===== config.mk =====
export PLATFORM = sky130hd
export DESIGN_NAME = keypad_scanner
export DESIGN_NICKNAME = d
export VERILOG_FILES = /design/src/rtl/keypad_scanner.sv
export SDC_FILE = /design/constraint.sdc
export NUM_CORES = 1
export LEC_CHECK = 0
export CORE_ASPECT_RATIO = 0.6
export CORE_UTILIZATION = 45
export DETAILED_ROUTE_END_ITERATION = 16
export PLACE_DENSITY = 0.64
export SYNTH_ARGS = -nofsm -noshare
export SYNTH_HDL_FRONTEND = slang
export SYNTH_SLANG_ARGS = --single-unit

===== constraint.sdc =====
create_clock -name clk -period 3.55 [get_ports clk]
set_clock_uncertainty 0.2 [all_clocks]
set_input_delay 0.71 -clock clk [delete_from_list [all_inputs] [get_ports clk]]
set_output_delay 0.71 -clock clk [all_outputs]
set_load 0.01 [all_outputs]

===== src/rtl/keypad_scanner.sv =====
// ---------------------------------------------------------------------------
// keypad_scanner
//   Scans a 4x4 matrix keypad one column at a time and synchronises the
//   active-low row inputs. Each press is debounced, encoded to a 4-bit key
//   code, and announced with a single-cycle strobe. Feeds the number-entry
//   FSM: key_code -> num, key_valid -> load_num. Enter = 4'hB, delete = 4'hC.
//
// Parameters
//   SCAN_TICKS       cycles each column stays driven while scanning (>= 4)
//   DEBOUNCE_CYCLES  consecutive stable cycles needed to accept a press
//                    or a release (>= 2)
//
// Ports
//   clk        system clock
//   rst        asynchronous, active-low reset
//   row_i      keypad rows, active-low, pulled up, asynchronous to clk
//   col_o      column drive, one-cold (driven column = 0)
//   key_code   code of the last accepted key, held until the next press
//   key_valid  one-cycle strobe, key_code valid in the same cycle
//   key_held   high from key_valid until the release is debounced
// ---------------------------------------------------------------------------
module keypad_scanner #(
    parameter int SCAN_TICKS      = 1000,
    parameter int DEBOUNCE_CYCLES = 50000
) (
    input  logic       clk,
    input  logic       rst,
    input  logic [3:0] row_i,
    output logic [3:0] col_o,
    output logic [3:0] key_code,
    output logic       key_valid,
    output logic       key_held
);

    localparam int CNT_MAX = (SCAN_TICKS > DEBOUNCE_CYCLES) ? SCAN_TICKS : DEBOUNCE_CYCLES;
    localparam int CNT_W   = $clog2(CNT_MAX);

    localparam logic [CNT_W-1:0] TICK_LAST = CNT_W'(SCAN_TICKS - 1);
    localparam logic [CNT_W-1:0] DEB_LAST  = CNT_W'(DEBOUNCE_CYCLES - 1);

    typedef enum logic [1:0] {
        SCAN     = 2'd0,
        DEBOUNCE = 2'd1,
        EMIT     = 2'd2,
        RELEASE  = 2'd3
    } state_t;

    state_t           state;
    state_t           nxt_state;
    logic [1:0]       col_idx;
    logic [1:0]       nxt_col;
    logic [CNT_W-1:0] tick_cnt;
    logic [CNT_W-1:0] nxt_tick;
    logic [CNT_W-1:0] deb_cnt;
    logic [CNT_W-1:0] nxt_deb;
    logic [3:0]       row_lat;
    logic [3:0]       nxt_row;
    logic             load_code;

    logic [3:0]       row_sync_p0;
    logic [3:0]       row_sync_p1;
    logic [3:0]       row_s;

    // Exactly one row pulled low; zero or several low rows are ambiguous.
    function automatic logic single_low(input logic [3:0] rows);
        logic [2:0] n;
        n = 3'd0;
        for (int i = 0; i < 4; i++) begin
            if (!rows[i]) n = n + 3'd1;
        end
        return (n == 3'd1);
    endfunction

    // Keypad legend, rows top to bottom:
    //   1 2 3 A / 4 5 6 B / 7 8 9 C / * 0 # D   ('*' -> E, '#' -> F)
    function automatic logic [3:0] key_map(input logic [3:0] rows, input logic [1:0] col);
        logic [1:0] r;
        logic [3:0] code;
        case (rows)
            4'b1110: r = 2'd0;
            4'b1101: r = 2'd1;
            4'b1011: r = 2'd2;
            default: r = 2'd3;
        endcase
        code = 4'h0;
        case ({r, col})
            4'h0: code = 4'h1;
            4'h1: code = 4'h2;
            4'h2: code = 4'h3;
            4'h3: code = 4'hA;
            4'h4: code = 4'h4;
            4'h5: code = 4'h5;
            4'h6: code = 4'h6;
            4'h7: code = 4'hB;
            4'h8: code = 4'h7;
            4'h9: code = 4'h8;
            4'hA: code = 4'h9;
            4'hB: code = 4'hC;
            4'hC: code = 4'hE;
            4'hD: code = 4'h0;
            4'hE: code = 4'hF;
            4'hF: code = 4'hD;
            default: code = 4'h0;
        endcase
        return code;
    endfunction

    // ---- stage p0/p1: two-flop synchroniser for the asynchronous rows ----
    always_ff @(posedge clk or negedge rst) begin
        if (!rst) begin
            row_sync_p0 <= 4'hF;
            row_sync_p1 <= 4'hF;
        end else begin
            row_sync_p0 <= row_i;
            row_sync_p1 <= row_sync_p0;
        end
    end

    assign row_s = row_sync_p1;

    // ---- scan / debounce FSM: state and counters ----
    always_ff @(posedge clk or negedge rst) begin
        if (!rst) begin
            state    <= SCAN;
            col_idx  <= 2'd0;
            tick_cnt <= '0;
            deb_cnt  <= '0;
            row_lat  <= 4'hF;
            key_code <= 4'h0;
        end else begin
            state    <= nxt_state;
            col_idx  <= nxt_col;
            tick_cnt <= nxt_tick;
            deb_cnt  <= nxt_deb;
            row_lat  <= nxt_row;
            if (load_code) key_code <= key_map(row_lat, col_idx);
        end
    end

    always_comb begin
        nxt_state = state;
        nxt_col   = col_idx;
        nxt_tick  = tick_cnt;
        nxt_deb   = deb_cnt;
        nxt_row   = row_lat;
        load_code = 1'b0;
        case (state)
            SCAN: begin
                if (tick_cnt == TICK_LAST) begin
                    nxt_tick = '0;
                    if (single_low(row_s)) begin
                        // Column stays where it is so the debounce sees the same key.
                        nxt_row   = row_s;
                        nxt_deb   = '0;
                        nxt_state = DEBOUNCE;
                    end else begin
                        nxt_col = col_idx + 2'd1;
                    end
                end else begin
                    nxt_tick = tick_cnt + 1'b1;
                end
            end
            DEBOUNCE: begin
                if (row_s == row_lat) begin
                    if (deb_cnt == DEB_LAST) begin
                        nxt_state = EMIT;
                        load_code = 1'b1;
                    end else begin
                        nxt_deb = deb_cnt + 1'b1;
                    end
                end else begin
                    // Bounce: resume scanning on the same column from tick 0.
                    nxt_state = SCAN;
                    nxt_tick  = '0;
                end
            end
            EMIT: begin
                nxt_deb   = '0;
                nxt_state = RELEASE;
            end
            RELEASE: begin
                // Only an all-high row pattern counts toward the release; any
                // low row (same key or another one on this column) restarts it.
                if (row_s == 4'hF) begin
                    if (deb_cnt == DEB_LAST) begin
                        nxt_state = SCAN;
                        nxt_col   = 2'd0;
                        nxt_tick  = '0;
                        nxt_deb   = '0;
                    end else begin
                        nxt_deb = deb_cnt + 1'b1;
                    end
                end else begin
                    nxt_deb = '0;
                end
            end
            default: nxt_state = SCAN;
        endcase
    end

    assign col_o     = ~(4'b0001 << col_idx);
    assign key_valid = (state == EMIT);
    assign key_held  = (state == EMIT) || (state == RELEASE);

endmodule


* After elaboration in Yosys (flattened, before gate mapping)
Memories as Yosys holds them, arrays and structs flattened. A register that Yosys moved wholly into a read port is not among the register bits. Index checks and enable logic that the tools add are counted.
Cells by class: $add $sub $neg 6, equality and inequality tests 20, shift operators 1, mux-type cells 39, bitwise logic cells 1, reductions and logical operators 10
Operator list (count):
- 2-to-1 mux 16 bit | 10
- one-hot mux 16 bit (4 select lines) | 1
- one-hot mux 16 bit (3 select lines) | 1
- 2-to-1 mux 3 bit | 11
- adder 16 x 1 -> 16 bit, second input constant | 2
- 2-to-1 mux 2 bit | 9
- == test 16 x 10 -> 1 bit, second input constant | 1
- == test 16 bit, second input constant | 1
- == test 4 bit, second input constant | 4
- != test 2 bit, second input constant | 8
- AND reduction 5 bit | 2
- adder 3 x 1 -> 3 bit, second input constant | 3
- one-hot mux 2 bit (4 select lines) | 1
- AND reduction 4 bit | 2
- one-hot mux 2 bit (3 select lines) | 1
- == test 2 bit, second input constant | 2
- == test 4 bit | 1
- 2-to-1 mux 1 bit | 4
- inverter 4 bit | 1
- one-hot mux 2 bit (2 select lines) | 1
- << shifter 1 x 2 -> 4 bit, first input constant | 1
- == test 3 x 1 -> 1 bit, second input constant | 1
- != test 3 bit, second input constant | 1
- AND reduction 3 bit | 1
- 7 further kinds | 7
Storage, ports and cells: register bits after elaboration 48, bits in read-only memories 64, input bits 6, output and inout bits 10, memories 1
Memory list:
- (name not given) | words 16, bits a word 4, rd ports 1, clocked after Yosys merged registers in 1, wr ports 0, line 86 | case ({r, col})

* Logic depth before layout (Yosys ltp)
depth after elaboration 19, mapped depth 11, gate-level depth less buffers 10

* Worst setup path after synthesis
No wires, ideal clock.
path type reg-to-reg, start point register row_sync_p1[0] (netlist: row_s[0]), end point register deb_cnt[15], data arrival time 2.526 ns, slack 0.700 ns, stages on the path, launching flop included 10, path buffers 1, path through dfstp_2 > inv_1 > ha_1 > xnor2_1 > ha_1 > o21bai_1 > a31oi_1 > or3_1 > buf_2 > a211o_1
Between the ends: cells in the longest elaborated chain, start to end 18, elaborated cells between the ends (all ways) 23
RTL lines:
- from (decl) | line 61 | logic [3:0] row_sync_p1;
- from (signal assigned) | line 115 | row_sync_p1 <= row_sync_p0;
- 2-to-1 mux 1 bit | line 69 | if (!rows[i]) n = n + 3'd1;
- 2-to-1 mux 3 bit | line 149 | if (tick_cnt == TICK_LAST) begin
- 2-to-1 mux 3 bit | line 147 | case (state)
- adder 3 x 1 -> 3 bit | line 69
- 2-to-1 mux 3 bit | line 69
- 2-to-1 mux 3 bit | line 149
- 2-to-1 mux 3 bit | line 147
- adder 3 x 1 -> 3 bit | line 69
- [2 not listed]
- 2-to-1 mux 3 bit | line 147
- adder 3 x 1 -> 3 bit | line 69
- 2-to-1 mux 3 bit | line 69
- 2-to-1 mux 3 bit | line 149
- 2-to-1 mux 3 bit | line 147
- == test 3 x 1 -> 1 bit | line 71 | return (n == 3'd1);
- != test 2 bit (no source line)
- AND reduction 4 bit (no source line)
- to (signal assigned) | line 134 | deb_cnt <= nxt_deb;
- to (decl) | line 54 | logic [CNT_W-1:0] deb_cnt;
Parallel ways exist; a longest one is shown, timed or not. The select of a mux whose other input is x is not followed. A chain may end at the register's enable or synchronous reset.

* Worst setup path in the final report
Same ends and word-level chain as after synthesis.

==> results.txt <==
- Critical Path Slowest Stage Cell: sky130_fd_sc_hd__dfstp_2
* Router iterations before antenna repair: 4
- The worst register-to-register path has a depth of 8.
* Flip-flop and latch count after synthesis: 52
* Critical Path RT: around 3.6 ns
* Standard cell area after detailed placement: approximately 3200 sq um
* DRC violations left: 0
- At the placement stage, the worst setup path has a slack of 0.4814 ns.
- The worst pin sits at a relative slew slack of between 30 and 40%.
- Average cell area after synthesis: 9.610 sq um
- Placeable core area: approximately 6200 sq um
- Counting stages on the worst path, the most repeated cell is sky130_fd_sc_hd__ha_1.
* First DRT Iteration DRCs: 177
- Final setup fails: 0
- Warning count from the yosys run: 0
* Worst Setup Start Kind: flip-flop
- The setup check on the worst reg-to-reg path leaves a slack of between 0.4 and 0.5 ns.
- Layout-stage area growth over the synthesis result: 11.47%
- GP Congestion: approximately 0.80
* Maximum fanout along the worst path: 9
- Counting buffers and inverters, the worst setup path is 8 cells deep.
* Min-delay worst type: flip-flop to flip-flop
- Number of unique standard cell types used by synthesis: 55
* Post-layout instance area: around 3300 sq um
- The critical path starts at row_s[0].
- GRT Overall Usage: approximately 20%
* Cells traversed along the worst timing path: inv_1 -> ha_1 -> xnor2_1 -> ha_1 -> o21bai_1 -> a31oi_1 -> or3_1 -> a211o_1
- Worst setup path endpoint: deb_cnt[15]
* Post-detailed-route via-to-cell ratio: just under 6
* Origin of the critical flop-to-flop path: row_s[0]
* Sink Count: 52
- Cells with a size suffix above 1 make up roughly 12% of the layout.
- Maximum capacitance violations: 0
- Antenna diode instance count: 0
- CTS Root Buffer Type: sky130_fd_sc_hd__clkbuf_8
- Total buffers and inverters traversed by the critical path: 1
- Count of final hold-check violations: 0
- Cell Rows: 22
* Clock tree from TritonCTS: done
- Post-CTS repair changed the size of 0 cells.
- Max IR drop VDD: 0.2030 mV
- For this run, the register share of the synthesized area comes to around 44%.
- Top cell family by delay on the critical path: compound AO/OA/AOI/OAI gates
- Hold buffers post-CTS: 0
* Final net count: around 350
- 16 I/O pins were placed.
- Share of synthesized flip-flops with an asynchronous set or reset: 100.0%
- During placement, the flow inserted port buffers numbering 15.
* Endpoint of the most critical register-to-register path: deb_cnt[15]
- Fill count: 576
* Overflow left after global routing: 0
- The run finished with clean final reports.
* TNS Setup: 0 ns
* Leak: around 1.5 nW
* Via count of the first global-routing pass: between 2000 and 2500
* Total setup buffers inserted after CTS: 0
- Hold timing on the final database bottoms out at a slack of approximately 0.16 ns.
- Based on the critical path, the design can be clocked at up to between 0.3 and 0.4 GHz.
* Routed Antenna Nets: 0
- Power spread over the standard cell area amounts to about 300 nW/um^2.
- The cell count after synthesis came out at 310.
- Share of the clock period used by the worst path: between 80% and 90%
- Largest net degree at the start of global routing: 48
- The later pin in the worst-skew pair is clocked with a latency of about 0.31 ns.
- Clock input transition at the sequential cells of the worst setup and hold paths: roughly 0.090 ns
* Overall via count from detail_route: around 2400
- Fin. max-slew vios: 0
- The largest single stage delay on the critical path is roughly 0.57 ns.
- STA classifies the critical path endpoint as a flip-flop.
* Horizontal die dimension: 107.0 um
- Worst Path Arrival: slightly above 3 ns
* Count of flip-flops with a built-in enable after synthesis: 0
- Slew of the pin with the lowest slew margin: around 1.0 ns
- The final layout contains routed wiring with a total length of roughly 6600 um.
* Post-Synthesis Cell Area: ~3000 sq um
- Buffers inserted during clock tree synthesis total 5.
- Post-layout minimum cycle time: 3.099 ns
- Summed over all nets, the half-perimeter wirelength after detailed placement is about 4600 um.
- The initial utilization of the core area, before any placement, comes to about 48%.
* Final WS setup: 0.4506 ns
- Measured along the y axis, the die boundary spans approximately 65 um.
- Maximum buffer depth of the clock tree: 2
* Number of nets produced by synthesis: 327
- The worst setup path is of the flip-flop to flip-flop kind.
- Antenna violations before repair: 0
* Routed WL per cell: 15.87 um
* Global-route wire length before repair: 10940 um
- Number of levels in the clock H-tree: 2
- Dominant register cell in the synthesized netlist: sky130_fd_sc_hd__dfrtp_1
* Area of the die: about 7000 sq um
- RSZ-0062 raised after global routing: false
-- worst min path at each step --
stage | startpoint | end | slack [ns] | depth (start not counted)
floorplan | row_sync_p0[0] | row_s[0] | 0.15 | 0
global placement | row_sync_p0[2] | row_s[2] | 0.15 | 0
detailed placement | row_sync_p0[1] | row_s[1] | 0.15 | 0
CTS | row_sync_p0[1] | row_s[1] | 0.16 | 0
global route | row_sync_p0[0] | row_s[0] | 0.16 | 0
finish | row_sync_p0[3] | row_s[3] | 0.16 | 0
-- stage by stage --
| stage | utilization (%) | power, mW | instances |
|---|---|---|---|
| after floorplan | - | 0.6384 | 310 |
| after global placement | 51.70 | 0.6599 | 405 |
| after detailed placement | 51.70 | 0.6618 | 405 |
| after CTS | 53.14 | 1.022 | 413 |
| after global routing | 53.14 | 1.050 | 413 |
| final | 53.14 | 1.009 | 413 |
-- registers in the layout (all words and copies together) (netlist names), named ones only --
register	flops
col_idx	2
deb_cnt	16
key_code	4
row_lat	4
row_s	4
row_sync_p0	4
state	1
tick_cnt	16
-- area by class of cell --
type	instances	area, sq um	share of cell area, %
multi-input cells	233	1567	47.17
flip-flops and latches	52	1316	39.64
repair buffers	20	182.7	5.501
well taps	84	105.1	3.165
clock buffers	8	90.09	2.713
inverters	16	60.06	1.809
-- placed cells by master, fill, tap and decap left out, types with 9 or more instances in the layout --
cell,count
sky130_fd_sc_hd__nor3_1,9
sky130_fd_sc_hd__dfstp_2,12
sky130_fd_sc_hd__dfrtp_1,40
sky130_fd_sc_hd__nand2_1,30
sky130_fd_sc_hd__o21ai_0,19
sky130_fd_sc_hd__and3_1,11
sky130_fd_sc_hd__ha_1,11
sky130_fd_sc_hd__nor2_1,13
sky130_fd_sc_hd__nand3_1,11
sky130_fd_sc_hd__clkdlybuf4s50_1,14
sky130_fd_sc_hd__a21oi_1,16
sky130_fd_sc_hd__inv_1,16
sky130_fd_sc_hd__a31oi_1,22
-- Yosys cell counts (all sizes together) (4+ instances only) --
cell type / number / area share, %
mux2: 6 / 2.3
nor4: 5 / 1.6
a31oi: 22 / 4.6
clkbuf: 7 / 0.88
inv: 16 / 2.0
o21a: 4 / 1.0
a21o: 4 / 1.0
nor2: 14 / 2.0
ha: 11 / 4.6
and3: 11 / 2.3
nand2: 30 / 3.8
nand4: 6 / 1.3
dfrtp: 40 / 34
o21ai: 19 / 3.2
xor2: 6 / 1.8
nand3: 11 / 1.8
or3: 4 / 0.84
nor3: 10 / 1.8
mux2i: 5 / 1.7
dfstp: 12 / 11
a21oi: 16 / 2.7
-- worst register-to-register path, stage by stage, from the launching register on --
cell,delay [ns]
sky130_fd_sc_hd__dfstp_2,0.57
sky130_fd_sc_hd__inv_1,0.05
sky130_fd_sc_hd__ha_1,0.33
sky130_fd_sc_hd__xnor2_1,0.22
sky130_fd_sc_hd__ha_1,0.26
sky130_fd_sc_hd__o21bai_1,0.19
sky130_fd_sc_hd__a31oi_1,0.31
sky130_fd_sc_hd__or3_1,0.55
sky130_fd_sc_hd__a211o_1,0.32
-- power breakdown --
part / internal, mW / total, mW / switching [mW]
clock network: 0.160 / 0.359 / 0.200
registers: 0.601 / 0.605 / 0.00465
logic: 0.0162 / 0.0441 / 0.0279
total: 0.777 / 1.01 / 0.232
-- kinds of logic (layout without fill, tap and decap cells) --
kind of cell	after synthesis	after routing	synth area share [%]
flip-flops	52	52	44.18
multiplexers	12	12	4.704
XOR/XNOR	8	8	2.352
buffers and inverters	25	44	3.234
AND/OR/NAND/NOR	112	112	21.46
adder cells (fa/ha/maj)	11	11	4.620
AO/OA/AOI/OAI	90	90	19.45
-- routing by layer --
layer	up-vias	part of all wire [%]	GRT usage, %
li1	1202	-	-
met4	0	0.64	5.651
met3	5	3.9	4.728
met2	35	40	27.50
met5	-	0	0
met1	1199	55	31.91
No activity file was read; power rests on OpenSTA's default activity.
